$ cat config.mk
export PLATFORM = sky130hd
export DESIGN_NAME = keypad_scanner
export DESIGN_NICKNAME = d
export VERILOG_FILES = /design/src/rtl/keypad_scanner.sv
export SDC_FILE = /design/constraint.sdc
export NUM_CORES = 1
export LEC_CHECK = 0
export CELL_PAD_IN_SITES_DETAIL_PLACEMENT = 1
export CELL_PAD_IN_SITES_GLOBAL_PLACEMENT = 1
export CORE_UTILIZATION = 40
export CTS_BUF_LIST = sky130_fd_sc_hd__clkbuf_4
export CTS_CLUSTER_SIZE = 8
export DETAILED_ROUTE_END_ITERATION = 10
export PLACE_DENSITY = 0.77
export SLEW_MARGIN = 10
export SYNTH_ARGS = -nofsm -noshare
export SYNTH_HDL_FRONTEND = slang
export SYNTH_SLANG_ARGS = --single-unit
$ cat constraint.sdc
create_clock -name clk -period 11.5 [get_ports clk]
set_input_delay 2.875 -clock clk [delete_from_list [all_inputs] [get_ports clk]]
set_output_delay 2.875 -clock clk [all_outputs]
set_load 0.02 [all_outputs]
$ cat src/rtl/keypad_scanner.sv
// keypad_scanner: 4x4 matrix keypad column scan, row debounce and key-event pulses.
// Optional build macro KEYPAD_MULTI_REJECT_EN: treat multi-key scans as a distinct, rejected result.
module keypad_scanner #(
    parameter int SCAN_CYCLES    = 8,
    parameter int DEBOUNCE_SCANS = 4
) (
    input  logic       clk,
    input  logic       rst,
    input  logic [3:0] row_n,
    output logic [3:0] col_n,
    output logic [3:0] digit,
    output logic       valid,
    output logic       relock,
    output logic       key_event,
    output logic       key_held
);

    localparam int CW = (SCAN_CYCLES > 1) ? $clog2(SCAN_CYCLES) : 1;
    localparam int NW = $clog2(DEBOUNCE_SCANS + 1);
    localparam logic [CW-1:0] CYC_LAST = CW'(SCAN_CYCLES - 1);
    localparam logic [NW-1:0] CNT_ONE  = NW'(1);
    localparam logic [NW-1:0] CNT_LAST = NW'(DEBOUNCE_SCANS);

    // Key code per image bit, image index = column*4 + row
    localparam logic [63:0] KEY_MAP = {
        4'd13, 4'd12, 4'd11, 4'd10,
        4'd15, 4'd9,  4'd6,  4'd3,
        4'd0,  4'd8,  4'd5,  4'd2,
        4'd14, 4'd7,  4'd4,  4'd1
    };

    typedef enum logic [1:0] {IDLE, CAND, PRESSED, REL} state_t;
    typedef enum logic [1:0] {RES_NONE, RES_SINGLE, RES_MULTI} res_t;

    logic [3:0]    sync1_q, sync2_q;
    logic [CW-1:0] cyc_q;
    logic [1:0]    col_q;
    logic [3:0]    col_n_q;
    logic [11:0]   img_q;

    state_t        state_q;
    logic [NW-1:0] cnt_q;
    logic [3:0]    cand_q;
    logic [3:0]    digit_q;
    logic          valid_q, relock_q, event_q, held_q;

    logic          col_last, scan_done, accept;
    logic [15:0]   img;
    logic [4:0]    n_hit;
    logic [3:0]    res_code;
    res_t          res;

    assign col_last  = (cyc_q == CYC_LAST);
    assign scan_done = col_last && (col_q == 2'd3);

    always_ff @(posedge clk or posedge rst) begin
        if (rst) begin
            sync1_q <= 4'hF;
            sync2_q <= 4'hF;
            cyc_q   <= '0;
            col_q   <= '0;
            col_n_q <= 4'b1110;
            img_q   <= '0;
        end else begin
            sync1_q <= row_n;
            sync2_q <= sync1_q;
            if (col_last) begin
                cyc_q   <= '0;
                col_q   <= col_q + 2'd1;
                col_n_q <= {col_n_q[2:0], col_n_q[3]};
                case (col_q)
                    2'd0:    img_q[3:0]  <= ~sync2_q;
                    2'd1:    img_q[7:4]  <= ~sync2_q;
                    2'd2:    img_q[11:8] <= ~sync2_q;
                    default: ;
                endcase
            end else begin
                cyc_q <= cyc_q + CW'(1);
            end
        end
    end

    // Column 3 is taken straight from the synchroniser on the scan_done cycle
    always_comb begin
        img      = {~sync2_q, img_q};
        n_hit    = '0;
        res_code = '0;
        for (int i = 15; i >= 0; i--) begin
            if (img[i]) begin
                n_hit    = n_hit + 5'd1;
                res_code = KEY_MAP[i*4 +: 4];
            end
        end
        if (n_hit == 5'd0) begin
            res = RES_NONE;
        end else if (n_hit == 5'd1) begin
            res = RES_SINGLE;
        end else begin
`ifdef KEYPAD_MULTI_REJECT_EN
            res = RES_MULTI;
`else
            res = RES_SINGLE;
`endif
        end
    end

    always_comb begin
        accept = 1'b0;
        if (scan_done && res == RES_SINGLE) begin
            if (state_q == IDLE && DEBOUNCE_SCANS == 1)
                accept = 1'b1;
            else if (state_q == CAND && res_code == cand_q
                     && (cnt_q + CNT_ONE) == CNT_LAST)
                accept = 1'b1;
        end
    end

    always_ff @(posedge clk or posedge rst) begin
        if (rst) begin
            state_q  <= IDLE;
            cnt_q    <= '0;
            cand_q   <= '0;
            digit_q  <= '0;
            valid_q  <= 1'b0;
            relock_q <= 1'b0;
            event_q  <= 1'b0;
            held_q   <= 1'b0;
        end else begin
            valid_q  <= 1'b0;
            relock_q <= 1'b0;
            event_q  <= 1'b0;
            if (accept) begin
                state_q  <= PRESSED;
                cnt_q    <= '0;
                held_q   <= 1'b1;
                digit_q  <= res_code;
                event_q  <= 1'b1;
                valid_q  <= (res_code <= 4'd9);
                relock_q <= (res_code == 4'd14);
            end else if (scan_done) begin
                unique case (state_q)
                    IDLE: begin
                        if (res == RES_SINGLE) begin
                            state_q <= CAND;
                            cand_q  <= res_code;
                            cnt_q   <= CNT_ONE;
                        end
                    end
                    CAND: begin
                        if (res == RES_SINGLE && res_code == cand_q) begin
                            cnt_q <= cnt_q + CNT_ONE;
                        end else begin
                            state_q <= IDLE;
                            cnt_q   <= '0;
                        end
                    end
                    PRESSED: begin
                        if (res == RES_NONE) begin
                            if (DEBOUNCE_SCANS == 1) begin
                                state_q <= IDLE;
                                held_q  <= 1'b0;
                                cnt_q   <= '0;
                            end else begin
                                state_q <= REL;
                                cnt_q   <= CNT_ONE;
                            end
                        end
                    end
                    REL: begin
                        if (res != RES_NONE) begin
                            state_q <= PRESSED;
                            cnt_q   <= '0;
                        end else if ((cnt_q + CNT_ONE) == CNT_LAST) begin
                            state_q <= IDLE;
                            held_q  <= 1'b0;
                            cnt_q   <= '0;
                        end else begin
                            cnt_q <= cnt_q + CNT_ONE;
                        end
                    end
                    default: state_q <= IDLE;
                endcase
            end
        end
    end

    assign col_n     = col_n_q;
    assign digit     = digit_q;
    assign valid     = valid_q;
    assign relock    = relock_q;
    assign key_event = event_q;
    assign key_held  = held_q;

endmodule

After elaboration in Yosys (flattened, before gate mapping)
Index checks and enable logic that the tools add are counted.

storage, ports and cells
  bits in registers = 46
  word-level logic and storage cells = 133

operators by class
  $add $sub $neg = 18
  magnitude comparators = 1
  equality and inequality tests = 16
  muxes and demuxes = 60
  bitwise operators = 2
  reduce and logical (&&, ||, !) cells = 20

operators with widths
  operator                                               number
  adder 5 x 1 -> 5 bit, second input constant            15
  two-way mux 5 bit                                      15
  two-way mux 4 bit                                      16
  two-way mux 3 bit                                      8
  two-way mux 2 bit                                      7
  two-way mux 1 bit                                      12
  one-hot mux 3 bit (4 select lines)                     1
  inequality test 3 bit, second input constant           3
  equality test 2 bit, second input constant             4
  one-hot mux 2 bit (4 select lines)                     1
  AND reduction 4 bit                                    2
  nonzero test 2 bit                                     4
  adder 3 x 1 -> 3 bit, second input constant            2
  equality test 2 x 1 -> 1 bit, second input constant    3
  equality test 3 bit, second input constant             2
  logical NOT 2 bit                                      3
  AND reduction 2 bit                                    3
  logical AND 1 bit                                      5
  logical NOT 5 bit                                      1
  AND reduction 5 bit                                    1
  equality test 4 bit                                    1
  equality test 4 bit, second input constant             1
  less-or-equal comparator 4 bit, second input constant  1
  inequality test 4 bit, second input constant           1
  other kinds (5)                                        5

Longest topological paths before layout
Gate-level depths: netlist of the first run.

  depth in word-level cells = 40
  depth in mapped cells = 52

Worst setup path after synthesis of the first run
No wires, ideal clock.

  path kind = reg-to-reg
  start = register sync2_q[2]
  end = register cnt_q[0]
  setup time = 86 ps
  arrival = 10287 ps
  data required time = 11414 ps
  setup slack = 1127 ps
  stages on the path, launching flop included = 53
  cells stage by stage = dfstp_2 > inv_1 > ha_1 > xor2_2 > inv_1 > ha_1 > nor2b_1 > a31oi_1 > inv_1 > ha_1 > mux2_2 > ha_1 > nand2b_1 > nand2_1 > a21oi_1 > ha_1 > mux2_2 > ha_1 > [17 not listed] > o21ai_0 > ha_1 > nor2_1 > nor2_1 > ha_1 > a22o_1 > ha_1 > mux2_2 > ha_1 > nor2_1 > mux2i_1 > a21oi_1 > and4b_1 > or3b_1 > buf_6 > nand2_2 > mux2_2 > nor3_1

between the ends
  word-level cells in the longest chain between the ends = 38
  elaborated cells on any way between the ends = 66
  classes of those cells = 14 x add/sub; 4 x eq/ne; 38 x mux; 1 x bitwise; 9 x reduce/logical

RTL lines
  what                                line           source
  from (decl)                         35             logic [3:0] sync1_q, sync2_q;
  from (signal assigned)              66             sync2_q <= sync1_q;
  NOT 4 bit *                         85             img = {~sync2_q, img_q};
  via img[14]                         48             logic [15:0] img;
  two-way mux 5 bit                   89             if (img[i]) begin
  adder 5 x 1 -> 5 bit                90             n_hit = n_hit + 5'd1;
  two-way mux 5 bit                   89
  adder 5 x 1 -> 5 bit                90
  two-way mux 5 bit                   89
  adder 5 x 1 -> 5 bit                90
  [23 not listed]                     --
  logical NOT 5 bit                   94             if (n_hit == 5'd0) begin
  two-way mux 1 bit                   94
  equality test 2 x 1 -> 1 bit        109, 143, 150
  logical AND 1 bit                   150            if (res == RES_SINGLE && res_code == cand_q) begin
  two-way mux 3 bit                   150
  one-hot mux 3 bit (4 select lines)  141            unique case (state_q)
  two-way mux 3 bit                   140            end else if (scan_done) begin
  two-way mux 3 bit                   132            if (accept) begin
  to (signal assigned)                151            cnt_q <= cnt_q + CNT_ONE;
  to (signal assigned)                178            cnt_q <= cnt_q + CNT_ONE;
  to (decl)                           42             logic [NW-1:0] cnt_q;

Mark *: on every way through the listed nets, which the timed path passes. The rest lies on a longest branch. The select of a mux whose other input is x is not followed.
A chain may end at the register's enable or synchronous reset.

Final worst setup path of the first run
Same ends and word-level chain as after synthesis.

==> out/summary.txt, run 1 <==
Post-synth EDFFs - 0
Synth Area in XOR/XNOR - 15.36%
First-pass iteration count of the detailed router - 4
Seq/Total Area, Yosys - 30.55%
Post-Syn Area - 0.003812 mm²
Synth Area in Simple Gates - 22.32%
Worst Reg-to-Reg Cells - 51
Vias in the first global route - 3199
CP most frequent cell - ha_1
Critical Path AT - 11.09 ns
Cell variety after synth - 71
Largest vdd supply drop - 101.8 µV
Final hold slack - 0.3678 ns
Post-route total power - 903.7 µW
Placement Rows - 35
PortBufs - 17
Global-route wire length before repair - 15350 µm
Worst-path cell with the longest stage delay - dfstp_2
Die H - 99.63 µm
CP max stage delay - 0.60 ns
Longest Clk Path Bufs - 2
Routed len/inst - 15.32 µm
Post-route clock period utilization - 93.97%
Ys Warns - 0
Initial antenna violation count - 0
CTS Root Buffer Type - clkbuf_4
Post-DP Area - 0.004050 mm²
Post-synthesis compound-gate area fraction - 13.32%
Ys async rst share - 100.0%
Top Ports - 18
N_diodes - 0
Post-route clock skew - 0.01015 ns
Finished Cell Area - 0.004297 mm²
Main synth FF type - dfrtp_1
Hold Crit Start - sync1_q[0]$_DFF_PP1_
Nets - 462
Core Util, Final - 46.50%
Setup violators final - 0
Synth Net Count - 451
Clock network power share - 13.7%
Pin count of the biggest net entering global routing - 47
HP Class - reg2reg
Num CTS Buffers - 5
#FFs+latches synth - 46
Post-Synth Adder-Cell Area - 7.877%
Switching part of the total - 43.27%
P&R area growth vs syn - 12.70%
Htree depth - 2
Die Width - 99.63 µm
Core box area - 0.009240 mm²
Initial cell density of the core - 41.26%
Critical Path Start - sync2_q[2]$_DFF_PP1_
Final antenna-violating net count - 0
Final hold vios - 0
WS Path Type - reg2reg
Max_cap viols - 0
Post-DP HPWL - 6474 µm
Crit path max fanout - 9
Psw - 391.0 µW
Share of layout cells above drive strength 1 - 16.40%
R2r startpoint - sync2_q[2]$_DFF_PP1_
Logic pwr share - 65.0%
CP Capture Type - register
Mean Syn Cell Area - 9.056 µm²
Clock Latency Late Sink - 0.37 ns
Minimum clock period - 10.81 ns
CTS tree - built
Clk sinks - 46
Count of pins over their slew limit - 0
Hold path depth - 0
Mux cell area share after synthesis - 6.039%
Drt via density - 5.432
Die area - 0.009925 mm²
Sequential share of power - 21.2%
Clk pin slew, worst setup/hold paths - 0.14 ns
DRC - 0
Leakage - 1.867 nW
Req. time, crit path - 11.79 ns
Gr usage total - 19.05%
Mapped Cells - 421
Via count - 3053
Critical Path Start Type - register
Status - complete, no violations
FMAX - 92.54 MHz
GPL Wtd Cong - 0.8116
Worst-Margin Slew - 0.9635 ns
Internal - 512.6 µW
Global route overflow - 0
Detailed Route WL - 8610 µm
PwrDens - 210.3 mW/mm²
Drt initial violations - 148
Largest family of logic cells by synthesized area - simple AND/OR/NAND/NOR gates
Rel. slew slack - 34.93%
Hold buffer count at CTS - 0
cell usage after synthesis, drive strengths merged, types with 3 or more instances:
master / n / area share (%)
a211oi: 4 / 0.92
a21oi: 16 / 2.2
and2: 6 / 0.98
and3: 5 / 0.82
and4: 3 / 0.75
buf: 7 / 1.1
clkbuf: 14 / 1.4
dfrtp: 35 / 23
dfstp: 11 / 7.6
ha: 24 / 7.9
inv: 21 / 2.1
mux2: 16 / 4.7
mux2i: 5 / 1.3
nand2: 47 / 4.7
nand2b: 8 / 1.3
nand3: 8 / 1.2
nand4: 7 / 1.1
nor2: 32 / 3.2
nor2b: 6 / 0.98
nor3: 15 / 2.3
nor3b: 4 / 0.79
nor4: 4 / 0.66
o21ai: 30 / 3.9
or2: 3 / 0.49
or3: 3 / 0.49
xnor2: 22 / 5.4
xnor3: 6 / 3.6
xor2: 16 / 4.5
xor3: 3 / 1.9
repair_timing:
action,CTS,global route
setup endpoints to repair,10,17
endpoints found under the hold margin,0,0
gates resized for setup,2,12
cloned,0,0
setup buffers,0,8
pin swaps,1,3
stage by stage:
step | TNS (ns) | worst slack (ns) | std cells
4_1_cts | 0 | 0.01286 | 554
5_1_grt | -0.1619 | -0.07232 | 562
3_5_place_dp | -0.4589 | -0.1301 | 546
3_3_place_gp | 0 | 0.3136 | 546
2_1_floorplan | 0 | 1.127 | 421
6_report | 0 | 0.6940 | 562
registers in the layout, indices dropped and copies added, names as in the netlist:
register / cells
state_q: 2
img_q: 12
sync1_q: 4
cnt_q: 3
digit: 4
sync2_q: 4
valid: 1
cyc_q: 3
key_held: 1
col_n: 4
cand_q: 4
relock: 1
key_event: 1
col_q: 2
worst max-delay path: cells and delay by family, from the launching register on:
kind                       cells  cell delay (ns)
and+or+nand+nor               19             2.93
adders and majority gates     14             4.06
buffers and inverters          4             0.43
DFF                            1             0.60
muxes                          5             1.26
AOI/OAI and AO/OA              9             1.44
path summary, 6_finish.rpt:
path,to,slack (ns)
max in group asynchronous,digit[0]$_DFFE_PP0P_,7.89
worst max-delay path,cnt_q[0]$_DFFE_PP0P_,0.69
worst min-delay path,sync2_q[0]$_DFF_PP1_,0.37
worst max register to register,cnt_q[0]$_DFFE_PP0P_,0.69
worst min register to register,sync2_q[0]$_DFF_PP1_,0.37
min in group asynchronous,img_q[0]$_DFFE_PP0P_,3.03
cell type report:
cell class	instances	area [µm²]
inverter	21	78.83
timing repair buffer	25	230.2
multi-input combinational	333	2555
clock inverter	3	68.82
fill	1075	4943
tap	129	161.4
clock buffer	5	37.54
sequential	46	1165
power by group through the flow:
stage	combinational (mW)	clock [mW]	sequential, mW
after floorplan	0.448	0	0.184
after global placement	0.513	0	0.193
after detailed placement	0.541	0	0.195
after CTS	0.547	0.127	0.192
after global routing	0.660	0.134	0.194
final	0.588	0.124	0.192
kinds of logic (layout without fill, tap and decap cells):
kind of cell | after synthesis | in the layout
and+or+nand+nor | 162 | 162
AOI/OAI and AO/OA | 79 | 79
xor gates and xnor gates | 47 | 47
adders and majority gates | 24 | 24
buffers and inverters | 42 | 54
DFF | 46 | 46
muxes | 21 | 21
layout by cell type (no fill, tap or decap), types with 3 or more instances in the layout:
cell type	n
nand2_1	46
dfrtp_1	35
nor2_1	31
o21ai_0	28
ha_1	22
xnor2_1	20
inv_1	20
clkdlybuf4s50_1	17
mux2_2	16
a21oi_1	14
nor3_1	13
xor2_1	12
dfstp_2	11
nand2b_1	8
buf_4	8
nand4_1	7
nand3_1	7
nor2b_1	6
and2_1	6
xnor3_1	5
and3_1	5
mux2i_1	5
clkbuf_4	5
nor3b_1	4
nor4_1	4
xor3_1	3
or2_2	3
xor2_2	3
a211oi_1	3
or3_1	3
per-layer routing:
layer  GRT usage, %  share of wire (%)
met1          25.56                 48
met2          33.01                 50
met3          2.108                1.3
met4          4.412                1.2
met5              0                  0
Power figures use the tool's default switching activity.
==> run 2: changes to the inputs <==
CTS_CLUSTER_DIAMETER = 80   (was unset)
GPL_TIMING_DRIVEN = 0   (was unset)
==> out/summary.txt, run 2 (synthesis results as in run 1) <==
Status - complete, no violations
Minimum clock period - 10.95 ns
Largest vdd supply drop - 110.9 µV
GRT met2 Usage - 33.23%
Worst-path cell with the longest stage delay - dfstp_2
Clock Latency Late Sink - 0.36 ns
PwrDens - 199.0 mW/mm²
Global-route wire length before repair - 15430 µm
Pin count of the biggest net entering global routing - 27
Drt initial violations - 116
Num CTS Buffers - 5
Global routing's busiest layer - met2
Commonest non-fill, non-tap cell in the layout - nand2_1
Nets - 483
Initial cell density of the core - 41.26%
Hold Crit Start - sync1_q[1]$_DFF_PP1_
Crit path max fanout - 9
HP Class - reg2reg
GPL Wtd Cong - 0.7619
Final hold vios - 0
Met1 usage - 25.18%
Global route overflow - 0
Post-DP Area - 0.004164 mm²
Clk pin slew, worst setup/hold paths - 0.15 ns
Gr usage total - 19.14%
Longest Clk Path Bufs - 2
GRT met3 Usage - 1.546%
Count of pins over their slew limit - 0
CTS tree - built
P&R area growth vs syn - 14.54%
Vias in the first global route - 3302
Share of layout cells above drive strength 1 - 16.52%
Fill cell count - 1087
RR Endpoint - cnt_q[0]$_DFFE_PP0P_
Htree depth - 2
Reg with most FFs - img_q
Max_cap viols - 0
Worst hold endpoint - sync2_q[1]$_DFF_PP1_
Drt via density - 5.410
Post-route clock skew - 0.006963 ns
CP most frequent cell - ha_1
Post-DP HPWL - 6937 µm
Critical Path Start - sync2_q[3]$_DFF_PP1_
Most frequent cells in the layout - nand2_1, dfrtp_1, nor2_1, o21ai_0, ha_1
WS Path Type - reg2reg
R2r startpoint - sync2_q[3]$_DFF_PP1_
Top Ports - 18
Die area - 0.009925 mm²
DRC - 0
CTS Root Buffer Type - clkbuf_4
Finished Cell Area - 0.004367 mm²
Setup violators final - 0
Max reg flops - 12
PortBufs - 17
Rel. slew slack - 34.52%
First-pass iteration count of the detailed router - 4
Critical Path Start Type - register
CP max stage delay - 0.59 ns
Leakage - 1.905 nW
Req. time, crit path - 11.80 ns
Detailed Route WL - 9153 µm
Hold path depth - 0
Final antenna-violating net count - 0
FMAX - 91.34 MHz
Reg2reg setup slack - 0.55 ns
Core Util, Final - 47.26%
Via count - 3154
Core box area - 0.009240 mm²
Critical Path AT - 11.25 ns
Placement Rows - 35
Die H - 99.63 µm
Die Width - 99.63 µm
Clk sinks - 46
CP Capture Type - register
Worst Reg-to-Reg Cells - 52
Initial antenna violation count - 0
Worst-Margin Slew - 0.9696 ns
N_diodes - 0
Post-route clock period utilization - 95.20%
Routed len/inst - 15.70 µm
run 2: changes by cell type in the layout (fill, tap and decap cells not counted), moves of 2 or more:
cell and change:
clkbuf_1 +13, buf_2 +3, buf_1 +2, inv_6 +2
run 2: critical path, delay by kind of cell (launching register included):
kind,cells,cell delay [ns]
multiplexers,5,1.29
XOR/XNOR,1,0.16
buffers and inverters,6,0.68
AND/OR/NAND/NOR,17,2.54
flip-flops,1,0.59
AO/OA/AOI/OAI,9,1.49
adder cells (fa/ha/maj),14,4.13
run 2: per-stage QoR:
| step | TNS [ns] | setup WS, ns | hold WS, ns | total power, mW | cells |
|---|---|---|---|---|---|
| final | 0 | 0.5522 | 0.3670 | 0.8692 | 583 |
| after floorplan | 0 | 1.127 | 0.3452 | 0.6321 | 421 |
| after CTS | 0 | 0.007991 | 0.3693 | 0.8527 | 576 |
| after detailed placement | -0.8393 | -0.1925 | 0.3490 | 0.7411 | 568 |
| after global routing | -0.7731 | -0.1445 | 0.3742 | 0.9422 | 583 |
| after global placement | 0 | 0.1204 | 0.3460 | 0.7101 | 567 |
run 2: report_power, final:
part,internal [mW],switching (mW)
sequential,0.174,0.00966
clock,0.0474,0.0567
combinational,0.261,0.320
total,0.483,0.386
run 2: timing repair:
action | CTS | global route
setup endpoints to repair | 10 | 17
resized for setup | 3 | 10
buffers inserted | 0 | 7
pin swaps | 1 | 2
hold buffers | 0 | 0
run 2: layer usage:
layer	share of wire, %	wire [µm]
met4	2.4	219
met3	1.8	164
met2	51	4651
met1	45	4118
met5	0	0
run 2: area by class of cell:
type,count,area (µm²),area share [%]
Clock inverter,3,47.55,1.089
Clock buffer,5,37.54,0.8596
Buffer,21,95.09,2.178
Inverter,21,78.83,1.805
Tap cell,129,161.4,3.696
Multi-Input combinational cell,333,2539,58.14
Sequential cell,46,1165,26.68
Timing Repair Buffer,25,242.7,5.559
run 2: worst max path at each step:
stage | end | depth (start not counted)
global placement | cnt_q[0]$_DFFE_PP0P_ | 52
global route | cnt_q[0]$_DFFE_PP0P_ | 52
CTS | cnt_q[0]$_DFFE_PP0P_ | 52
finish | cnt_q[0]$_DFFE_PP0P_ | 52
floorplan | cnt_q[0]$_DFFE_PP0P_ | 52
detailed placement | cnt_q[0]$_DFFE_PP0P_ | 52
